--- src/rtl/req_mon_pkg.sv ---
// Shared types for the request hold monitor: per-channel FSM states and
// the failure cause encoding reported on fail_code.
package req_mon_pkg;

    typedef enum logic [1:0] {
        ST_IDLE   = 2'b00,
        ST_HOLD   = 2'b01,
        ST_WINDOW = 2'b10
    } chan_state_e;

    typedef enum logic [1:0] {
        FC_NONE  = 2'b00,
        FC_SHORT = 2'b01,
        FC_LONG  = 2'b10
    } fail_code_e;

endpackage

--- src/rtl/req_mon_chan.sv ---
// One monitored request channel: measures a consecutive hold (mode 0) or a
// high-cycle count inside a window (mode 1) against latched min/max limits.
module req_mon_chan
    import req_mon_pkg::*;
#(
    parameter int CNT_W  = 4,
    parameter int PASS_W = 8
) (
    input  logic              clk,
    input  logic              rst_n,
    input  logic              req,
    input  logic              mode,
    input  logic [CNT_W-1:0]  min_len,
    input  logic [CNT_W-1:0]  max_len,
    input  logic [CNT_W-1:0]  win_len,
    input  logic              clr,
    output logic              pass_o,
    output logic              fail_o,
    output logic [1:0]        fail_code,
    output logic [CNT_W-1:0]  len_o,
    output logic              err_sticky,
    output logic [PASS_W-1:0] pass_cnt
);

    localparam logic [CNT_W-1:0]  CNT_ZERO  = {CNT_W{1'b0}};
    localparam logic [CNT_W-1:0]  CNT_ONE   = {{(CNT_W-1){1'b0}}, 1'b1};
    localparam logic [CNT_W-1:0]  CNT_MAX   = {CNT_W{1'b1}};
    localparam logic [PASS_W-1:0] PASS_ZERO = {PASS_W{1'b0}};
    localparam logic [PASS_W-1:0] PASS_ONE  = {{(PASS_W-1){1'b0}}, 1'b1};
    localparam logic [PASS_W-1:0] PASS_MAX  = {PASS_W{1'b1}};

    function automatic logic [CNT_W-1:0] cnt_inc(input logic [CNT_W-1:0] v);
        if (v == CNT_MAX) begin
            cnt_inc = CNT_MAX;
        end else begin
            cnt_inc = v + CNT_ONE;
        end
    endfunction

    chan_state_e        state_r, state_nx_s;
    logic               req_q_r;
    logic               block_r;
    logic [CNT_W-1:0]   min_r, max_r, win_r, cnt_r, tmr_r;
    logic [CNT_W-1:0]   min_nx_s, max_nx_s, win_nx_s, cnt_nx_s, tmr_nx_s;
    logic [CNT_W-1:0]   cnt_inc_s, tmr_inc_s, eval_s;
    logic               rise_s, done_s, pass_s, fail_s;
    fail_code_e         code_s;
    logic [PASS_W-1:0]  pcnt_base_s, pcnt_nx_s;

    // block_r suppresses a req that is already high when reset releases.
    assign rise_s = req & ~req_q_r & ~block_r;

    // Next-state, latched configuration and counter updates.
    always_comb begin
        state_nx_s = state_r;
        min_nx_s   = min_r;
        max_nx_s   = max_r;
        win_nx_s   = win_r;
        cnt_nx_s   = cnt_r;
        tmr_nx_s   = tmr_r;
        done_s     = 1'b0;
        eval_s     = cnt_r;
        cnt_inc_s  = cnt_inc(cnt_r);
        tmr_inc_s  = cnt_inc(tmr_r);
        case (state_r)
            ST_IDLE: begin
                if (rise_s) begin
                    min_nx_s = (min_len == CNT_ZERO) ? CNT_ONE : min_len;
                    max_nx_s = max_len;
                    win_nx_s = (win_len == CNT_ZERO) ? CNT_ONE : win_len;
                    cnt_nx_s = CNT_ONE;
                    tmr_nx_s = CNT_ONE;
                    if (mode == 1'b0) begin
                        state_nx_s = ST_HOLD;
                    end else if (win_nx_s == CNT_ONE) begin
                        // a one-cycle window is already complete on the rise
                        done_s = 1'b1;
                        eval_s = CNT_ONE;
                    end else begin
                        state_nx_s = ST_WINDOW;
                    end
                end else begin
                    state_nx_s = ST_IDLE;
                end
            end
            ST_HOLD: begin
                if (req) begin
                    if (cnt_inc_s > max_r) begin
                        done_s     = 1'b1;
                        eval_s     = cnt_inc_s;
                        state_nx_s = ST_IDLE;
                    end else begin
                        cnt_nx_s = cnt_inc_s;
                    end
                end else begin
                    done_s     = 1'b1;
                    eval_s     = cnt_r;
                    state_nx_s = ST_IDLE;
                end
            end
            ST_WINDOW: begin
                tmr_nx_s = tmr_inc_s;
                cnt_nx_s = req ? cnt_inc_s : cnt_r;
                if (tmr_inc_s >= win_r) begin
                    done_s     = 1'b1;
                    eval_s     = cnt_nx_s;
                    state_nx_s = ST_IDLE;
                end else begin
                    state_nx_s = ST_WINDOW;
                end
            end
            default: begin
                state_nx_s = ST_IDLE;
            end
        endcase
    end

    // Verdict on the measured count; min>max naturally fails every check.
    always_comb begin
        pass_s = 1'b0;
        fail_s = 1'b0;
        code_s = FC_NONE;
        if (done_s) begin
            if (eval_s < min_nx_s) begin
                fail_s = 1'b1;
                code_s = FC_SHORT;
            end else if (eval_s > max_nx_s) begin
                fail_s = 1'b1;
                code_s = FC_LONG;
            end else begin
                pass_s = 1'b1;
            end
        end else begin
            pass_s = 1'b0;
            fail_s = 1'b0;
        end
    end

    // Saturating pass counter; clr restarts it but a coincident pass still counts.
    always_comb begin
        pcnt_base_s = clr ? PASS_ZERO : pass_cnt;
        if (pass_s && (pcnt_base_s != PASS_MAX)) begin
            pcnt_nx_s = pcnt_base_s + PASS_ONE;
        end else begin
            pcnt_nx_s = pcnt_base_s;
        end
    end

    // State, configuration and registered outputs.
    always_ff @(posedge clk) begin
        if (!rst_n) begin
            state_r    <= ST_IDLE;
            req_q_r    <= 1'b0;
            block_r    <= 1'b1;
            min_r      <= CNT_ZERO;
            max_r      <= CNT_ZERO;
            win_r      <= CNT_ZERO;
            cnt_r      <= CNT_ZERO;
            tmr_r      <= CNT_ZERO;
            pass_o     <= 1'b0;
            fail_o     <= 1'b0;
            fail_code  <= FC_NONE;
            len_o      <= CNT_ZERO;
            err_sticky <= 1'b0;
            pass_cnt   <= PASS_ZERO;
        end else begin
            state_r    <= state_nx_s;
            req_q_r    <= req;
            block_r    <= block_r & req;
            min_r      <= min_nx_s;
            max_r      <= max_nx_s;
            win_r      <= win_nx_s;
            cnt_r      <= cnt_nx_s;
            tmr_r      <= tmr_nx_s;
            pass_o     <= pass_s;
            fail_o     <= fail_s;
            len_o      <= done_s ? eval_s : CNT_ZERO;
            err_sticky <= fail_s | (err_sticky & ~clr);
            if (fail_s) begin
                fail_code <= code_s;
            end else if (clr) begin
                fail_code <= FC_NONE;
            end else begin
                fail_code <= fail_code;
            end
            pass_cnt   <= pcnt_nx_s;
        end
    end

endmodule

--- src/rtl/req_hold_monitor.sv ---
// Request hold monitor: NUM_CH independent channels, each checking how long
// (or how often) its request line stays high against per-channel limits.
module req_hold_monitor
    import req_mon_pkg::*;
#(
    parameter int NUM_CH = 2,
    parameter int CNT_W  = 4,
    parameter int PASS_W = 8
) (
    input  logic                     clk,
    input  logic                     rst_n,
    input  logic [NUM_CH-1:0]        req,
    input  logic [NUM_CH-1:0]        mode,
    input  logic [NUM_CH*CNT_W-1:0]  min_len,
    input  logic [NUM_CH*CNT_W-1:0]  max_len,
    input  logic [NUM_CH*CNT_W-1:0]  win_len,
    input  logic                     clr,
    output logic [NUM_CH-1:0]        pass_o,
    output logic [NUM_CH-1:0]        fail_o,
    output logic [NUM_CH*2-1:0]      fail_code,
    output logic [NUM_CH*CNT_W-1:0]  len_o,
    output logic [NUM_CH-1:0]        err_sticky,
    output logic [NUM_CH*PASS_W-1:0] pass_cnt
);

    for (genvar g = 0; g < NUM_CH; g++) begin : g_ch
        req_mon_chan #(
            .CNT_W  (CNT_W),
            .PASS_W (PASS_W)
        ) u_chan (
            .clk        (clk),
            .rst_n      (rst_n),
            .req        (req[g]),
            .mode       (mode[g]),
            .min_len    (min_len[g*CNT_W +: CNT_W]),
            .max_len    (max_len[g*CNT_W +: CNT_W]),
            .win_len    (win_len[g*CNT_W +: CNT_W]),
            .clr        (clr),
            .pass_o     (pass_o[g]),
            .fail_o     (fail_o[g]),
            .fail_code  (fail_code[g*2 +: 2]),
            .len_o      (len_o[g*CNT_W +: CNT_W]),
            .err_sticky (err_sticky[g]),
            .pass_cnt   (pass_cnt[g*PASS_W +: PASS_W])
        );
    end

endmodule

--- config.mk ---
export PLATFORM = sky130hd
export DESIGN_NAME = req_hold_monitor
export DESIGN_NICKNAME = d
export VERILOG_FILES = /design/src/rtl/req_mon_pkg.sv /design/src/rtl/req_mon_chan.sv /design/src/rtl/req_hold_monitor.sv
export SDC_FILE = /design/constraint.sdc
export NUM_CORES = 1
export LEC_CHECK = 0
export BUFFER_PORTS_ARGS = -buffer_cell sky130_fd_sc_hd__buf_2
export CORE_MARGIN = 5
export CORE_UTILIZATION = 32
export CTS_CLUSTER_DIAMETER = 100
export DETAILED_ROUTE_END_ITERATION = 10
export SYNTH_ARGS = -nofsm -noshare
export SYNTH_HDL_FRONTEND = slang
export SYNTH_HIERARCHICAL = 1
export SYNTH_SLANG_ARGS = --single-unit
--- constraint.sdc ---
create_clock -name clk -period 5.2 [get_ports clk]
set_input_delay 0.26 -clock clk [delete_from_list [all_inputs] [get_ports clk]]
set_output_delay 0.26 -clock clk [all_outputs]
set_load 0.02 [all_outputs]
### Word-level counts from Yosys, hierarchy flattened

Index checks and enable logic that the tools add are counted.

| word-level totals | value |
|---|---|
| input port bits | 31 |
| output and inout port bits | 34 |
| logic and storage cells | 198 |
| flip-flop bits (word level) | 82 |

| cells by class | value |
|---|---|
| multiplexer cells | 95 |
| add/sub/neg operators | 6 |
| reductions and logical operators | 24 |
| magnitude comparators | 8 |
| bitwise gates (word level) | 15 |
| equality and inequality tests | 22 |

Operators with widths:

| cell | number |
|---|---|
| $mux 4 | 36 |
| $pmux 4 s3 | 4 |
| $mux 2 | 21 |
| $mux 8 | 4 |
| $mux 1 | 24 |
| $add 4x1->4 const B | 4 |
| $add 8x1->8 const B | 2 |
| $eq 4x4->1 const B | 4 |
| $gt 4x4->1 | 4 |
| $logic_not 4->1 | 4 |
| $ne 8x8->1 const B | 2 |
| $pmux 4 s2 | 2 |
| $reduce_and 2->1 | 8 |
| $pmux 2 s3 | 2 |
| $and 1x1->1 | 8 |
| $eq 4x1->1 const B | 2 |
| $ge 4x4->1 | 2 |
| $lt 4x4->1 | 2 |
| $ne 2x2->1 const B | 4 |
| $ne 4x4->1 const B | 2 |
| $reduce_and 4->1 | 2 |
| $reduce_bool 2->1 | 4 |
| $ne 3x2->1 const B | 2 |
| $pmux 1 s3 | 2 |
| other kinds (8) | 19 |

### Longest topological paths before layout

| logic depth | value |
|---|---|
| word-level depth | 13 |
| gate-level depth with buffers | 20 |
| mapped depth without buffers | 19 |

### By module

Netlist, hierarchy kept.

By module, submodules not included:

| module | sequential area each (sq um) | area an instance (sq um) | instances | cells an instance |
|---|---|---|---|---|
| req_mon_chan at g_ch[0].u_chan | 820.8 | 2568.7 | 1 | 315 |
| req_mon_chan at g_ch[1].u_chan | 820.8 | 2563.7 | 1 | 311 |

### Least setup slack after synthesis

OpenSTA, ideal clock, no wires.

| timing path | value |
|---|---|
| kind | register to register |
| from | register g_ch[1].u_chan.cnt_r[1] |
| to | register g_ch[1].u_chan.pass_cnt[7] |
| stages on the path, launching flop included | 19 |
| data required time | 5130 ps |
| setup time | 70 ps |
| path buffers | 0 |
| slack | 1249 ps |
| clock period less this slack | 3951 ps |
| arrival | 3881 ps |
| path through | dfxtp_1 > ha_1 > a31oi_1 > inv_1 > ha_1 > nor2b_1 > o211ai_1 > a21boi_0 > nor2b_1 > a2111oi_1 > o22ai_1 > ha_1 > nor2b_1 > o21a_1 > o21a_1 > o21ai_1 > nand3_1 > or3_1 > a21oi_1 |

| between the ends | value |
|---|---|
| longest elaborated chain between the ends | 12 |
| elaborated cells on any way between the ends | 22 |
| classes of those cells | add/sub: 1; order compare: 3; eq/ne: 1; mux: 16; reduce/logical: 1 |

Ends and longest elaborated chain:

| element | line | RTL |
|---|---|---|
| start, declared | req_mon_chan.sv:43 | `logic [CNT_W-1:0] min_r, max_r, win_r, cnt_r, tmr_r;` |
| start signal, assigned | req_mon_chan.sv:173 | `cnt_r <= cnt_nx_s;` |
| $add 4x1->4 / $eq 4x4->1 (equally long branches) | req_mon_chan.sv:36, req_mon_chan.sv:33 |  |
| $mux 4 | req_mon_chan.sv:33 | `if (v == CNT_MAX) begin` |
| $gt 4x4->1 | req_mon_chan.sv:88 | `if (cnt_inc_s > max_r) begin` |
| $mux 4 | req_mon_chan.sv:88 |  |
| $mux 4 | req_mon_chan.sv:87 | `if (req) begin` |
| $pmux 4 s3 * | req_mon_chan.sv:65 | `case (state_r)` |
| via g_ch[1].u_chan.eval_s[1] | req_mon_chan.sv:45 | `logic [CNT_W-1:0] cnt_inc_s, tmr_inc_s, eval_s;` |
| $gt 4x4->1 | req_mon_chan.sv:127 | `end else if (eval_s > max_nx_s) begin` |
| $mux 1 | req_mon_chan.sv:127 |  |
| $mux 1 * | req_mon_chan.sv:124 | `if (eval_s < min_nx_s) begin` |
| $mux 1 * | req_mon_chan.sv:123 | `if (done_s) begin` |
| $logic_and 1x1->1 * | req_mon_chan.sv:142 | `if (pass_s && (pcnt_base_s != PASS_MAX)) begin` |
| $mux 8 * | req_mon_chan.sv:142 |  |
| end signal, assigned | req_mon_chan.sv:186 | `pass_cnt <= pcnt_nx_s;` |
| end, declared | req_mon_chan.sv:22 | `output logic [PASS_W-1:0] pass_cnt` |

Mark *: on every way through the listed nets, which the timed path passes. The rest lies on a longest branch.
A chain may end at the register's enable or synchronous reset.

### Worst setup path after layout

| timing path | value |
|---|---|
| from | register g_ch[1].u_chan.cnt_r[0] |
| to | register g_ch[1].u_chan.pass_cnt[7] |

| between the ends | value |
|---|---|
| longest elaborated chain between the ends | 12 |
| elaborated cells on any way between the ends | 22 |
| classes of those cells | add/sub: 1; order compare: 3; eq/ne: 1; mux: 16; reduce/logical: 1 |

Ends and longest elaborated chain:

| element | line |
|---|---|
| $add 4x1->4 / $eq 4x4->1 (equally long branches) | req_mon_chan.sv:36, req_mon_chan.sv:33 |
| $mux 4 * | req_mon_chan.sv:33 |
| $gt 4x4->1 | req_mon_chan.sv:88 |
| $mux 4 | req_mon_chan.sv:88 |
| $mux 4 | req_mon_chan.sv:87 |
| $pmux 4 s3 * | req_mon_chan.sv:65 |
| via g_ch[1].u_chan.eval_s[1] | req_mon_chan.sv:45 |
| $gt 4x4->1 | req_mon_chan.sv:127 |
| $mux 1 | req_mon_chan.sv:127 |
| $mux 1 * | req_mon_chan.sv:124 |
| $mux 1 * | req_mon_chan.sv:123 |
| $logic_and 1x1->1 * | req_mon_chan.sv:142 |
| $mux 8 * | req_mon_chan.sv:142 |

Marks and branches as above.

==> out/qor.txt <==
Status: finished clean
Worst Path Required: 5.47 ns
Crit Path Max Fanout: 11
Final Max Tran Viols: 0
Final Util: 0.3733
Port Buffers: 64
Measured slew at the worst slew-check pin: 0.8540 ns
Worst min-delay path class: input pin to register
Avg Cell Area, Syn: 8.199 um2
GRT overflow: 0
Synth cell types: 70
Clk pwr share: 0.403
Final-report hold violation count: 0
Min cycle time layout: 4.663 ns
Cell internal pwr: 1.066 mW
Row count: 46
Initial antenna violation count: 1
Die Span X: 136.6 um
Clk_skew: 0.006586 ns
Max Freq: 0.2145 GHz
Crit. End Element: register
Sequential share of power: 0.443
First-pass GRT wire length: 21380 um
TritonCTS clock tree: yes
Post_cts resized: 0
Post-CTS Hold Buffers: 0
Clock sinks: 82
Hold path depth: 3
Tot Pwr: 1.480 mW
Worst skew pair latency: 0.35 ns
Synthesis Warnings: 6
Ys flop type: dfxtp_1
Min Hold Slack: 0.1529 ns
Worst min-delay path startpoint: win_len[3]
Pleak: 2.491 nW
I/O pin count: 65
Reg clk slew, reported paths: 0.06 ns
FF-to-FF End: g_ch[1].u_chan/pass_cnt[7]
Sw Ratio: 0.2794
Post-CTS Setup Bufs: 0
Final worst path period share: 0.8967
CTS Buf Count: 9
Final setup TNS: 0 ns
Layout Cells excl Fill: 904
Residual DRC: 0
GRT Resource Usage Total: 0.1434
Placed Area: 0.005635 mm2
1st-iter DRT viols: 377
CTS Buffer Depth: 2
Largest net degree at the start of global routing: 49
Area of the mapped netlist: 0.005132 mm2
Max_slew headroom: 0.4300
Root Driver: clkbuf_16
FF-to-FF setup slack: 0.54 ns
Die Area: 0.01867 mm2
Reg-to-Reg Start: g_ch[1].u_chan/cnt_r[0]
Sw Pwr: 0.4134 mW
PwrDens: 250.4 mW/mm2
Logic pwr share: 0.154
Chip height: 136.6 um
Sequential area share after synthesis: 0.3198
Crit path launch type: register
Starting density of the core: 0.3243
ANT cells: 0
Max-cap viol count: 0
Placed Instances: 888
Via count: 4619
Post-synth EDFFs: 0
H-tree level count: 3
Design Area, Final: 0.005908 mm2
Worst Hold Path EP: g_ch[0].u_chan/win_r[3]
Crit path DAT: 4.93 ns
Drt total wl: 13150 um
Fin worst setup slack: 0.5372 ns
Via/cell ratio: 5.110
Post-route ant nets: 0
# setup viols final: 0
Initial DRT Pass Iterations: 5
DR WL/cell: 14.54 um
Ratio of cells with drive above 1 in the final layout: 0.1613
Yosys reg bits: 82
Gpl congestion: 0.8281
Asr flop ratio synth: 0
Hpwl dp: 9884 um
Pre-CTS setup slack: 0.6153 ns
Syn_nets: 701
Critical setup path kind: register to register
Reg2reg path depth: 19
Peak VDD IR: 0.0001495 V
Final net count: 758
CORE AREA: 0.01583 mm2
RSZ-0062 raised after global routing: false
Mapped Cells: 626
Vias in the first global route: 4280
Layout area overhead: 15.11%
power by group through the flow:
stage	sequential (mW)	clock (mW)	combinational, mW
2_1_floorplan	0.669	0	0.169
3_5_place_dp	0.669	0	0.226
6_report	0.655	0.596	0.228
4_1_cts	0.655	0.618	0.227
5_1_grt	0.657	0.645	0.254
3_3_place_gp	0.669	0	0.225
cells in the final DEF, fill, tap and decap left out, types with 4 or more instances in the layout:
cell type / synthesis / layout
a21boi_0: 4 / 4
a21o_1: 9 / 9
a21oi_1: 39 / 39
a22oi_1: 8 / 8
a31o_2: 8 / 8
a31oi_1: 7 / 7
a32oi_1: 4 / 4
and2_1: 21 / 21
and3_1: 11 / 11
and4_1: 4 / 4
buf_2: 4 / 64
buf_4: 2 / 4
clkbuf_16: 0 / 9
dfxtp_1: 82 / 82
ha_1: 44 / 44
inv_1: 37 / 37
mux2i_1: 14 / 14
nand2_1: 63 / 63
nand2b_1: 12 / 12
nand3_1: 23 / 23
nand4_1: 12 / 12
nor2_1: 63 / 63
nor2b_1: 30 / 30
nor3_1: 9 / 9
nor3b_1: 5 / 5
o211ai_1: 7 / 7
o21a_1: 7 / 7
o21ai_0: 21 / 21
cells in the mapped netlist, types with 3 or more instances:
master	n	share of area
inv_1	37	0.027
nand3_1	23	0.022
buf_6	3	0.0066
nand3b_1	3	0.0044
dfxtp_1	82	0.32
a22oi_1	8	0.012
a211o_1	3	0.0051
a32oi_1	4	0.0068
a21o_1	9	0.013
nor4_1	3	0.0037
nand2b_1	12	0.015
o211ai_1	7	0.010
and4_1	4	0.0068
and3_1	11	0.013
nor2_1	63	0.046
buf_2	4	0.0039
o22ai_1	3	0.0037
o21ai_0	21	0.020
nor2b_1	30	0.037
a21oi_1	39	0.038
mux2i_1	14	0.027
a21boi_0	4	0.0059
clkbuf_1	13	0.0095
ha_1	44	0.11
a31o_2	8	0.014
nand4_1	12	0.015
o21a_1	7	0.010
mux2_2	3	0.0066
and2_1	21	0.026
a22o_1	3	0.0051
nor3b_1	5	0.0073
a32o_1	3	0.0059
nor3_1	9	0.0088
a31oi_1	7	0.0085
nand2_1	63	0.046
layout make-up:
| cell class | count | area, um2 |
|---|---|---|
| multi-input cells | 485 | 3234 |
| clock inverters | 5 | 30.03 |
| flip-flops and latches | 82 | 1642 |
| clock buffers | 11 | 242.7 |
| well taps | 216 | 270.3 |
| fillers | 1644 | 9920 |
| repair buffers | 68 | 350.3 |
| inverters | 37 | 138.9 |
worst max path at each step:
| stage | from | end | cells past startpoint |
|---|---|---|---|
| after CTS | g_ch[1].u_chan/cnt_r[0] | g_ch[1].u_chan/pass_cnt[7] | 19 |
| after floorplan | g_ch[1].u_chan/cnt_r[1] | g_ch[1].u_chan/pass_cnt[7] | 18 |
| final | g_ch[1].u_chan/cnt_r[0] | g_ch[1].u_chan/pass_cnt[7] | 19 |
| after global placement | g_ch[1].u_chan/cnt_r[0] | g_ch[1].u_chan/pass_cnt[5] | 19 |
| after global routing | g_ch[1].u_chan/cnt_r[0] | g_ch[1].u_chan/pass_cnt[2] | 18 |
| after detailed placement | g_ch[1].u_chan/cnt_r[0] | g_ch[1].u_chan/pass_cnt[2] | 18 |
state kept, by name, summed over array words and instances, names as in the netlist, 4 cells and up:
register               count
g_ch.u_chan/max_r          8
g_ch.u_chan/min_r          8
g_ch.u_chan/len_o          8
g_ch.u_chan/fail_code      4
g_ch.u_chan/pass_cnt      16
g_ch.u_chan/tmr_r          8
g_ch.u_chan/cnt_r          8
g_ch.u_chan/state_r        4
g_ch.u_chan/win_r          8
cells by family after synthesis:
| group | count (synthesis) | synth area share |
|---|---|---|
| adders and majority gates | 44 | 0.1073 |
| AOI/OAI and AO/OA | 149 | 0.2062 |
| and+or+nand+nor | 275 | 0.2828 |
| muxes | 17 | 0.03388 |
| buffers and inverters | 59 | 0.04997 |
| DFF | 82 | 0.3198 |
layer usage:
layer  up-vias  GRT usage  part of all wire
met5         -          0                 0
met4         0    0.05375             0.022
met3        21    0.03787             0.064
met2       114     0.2262              0.46
met1      2129     0.1876              0.46
li1       2355          -                 -
worst max-delay path, stage by stage, from the launching register on:
cell and delay (ns):
dfxtp_1 0.51, ha_1 0.29, a31oi_1 0.25, inv_1 0.12, ha_1 0.31, nor2b_1 0.13, o211ai_1 0.14, a21boi_0 0.32
nor2b_1 0.10, a2111oi_1 0.29, buf_4 0.19, o22ai_1 0.12, ha_1 0.32, nor2b_1 0.13, o21a_1 0.16, o21a_1 0.17
o21ai_1 0.41, nand3_1 0.16, or3_1 0.33, a21oi_1 0.15
Note: power is estimated with default switching activity, not from simulation.
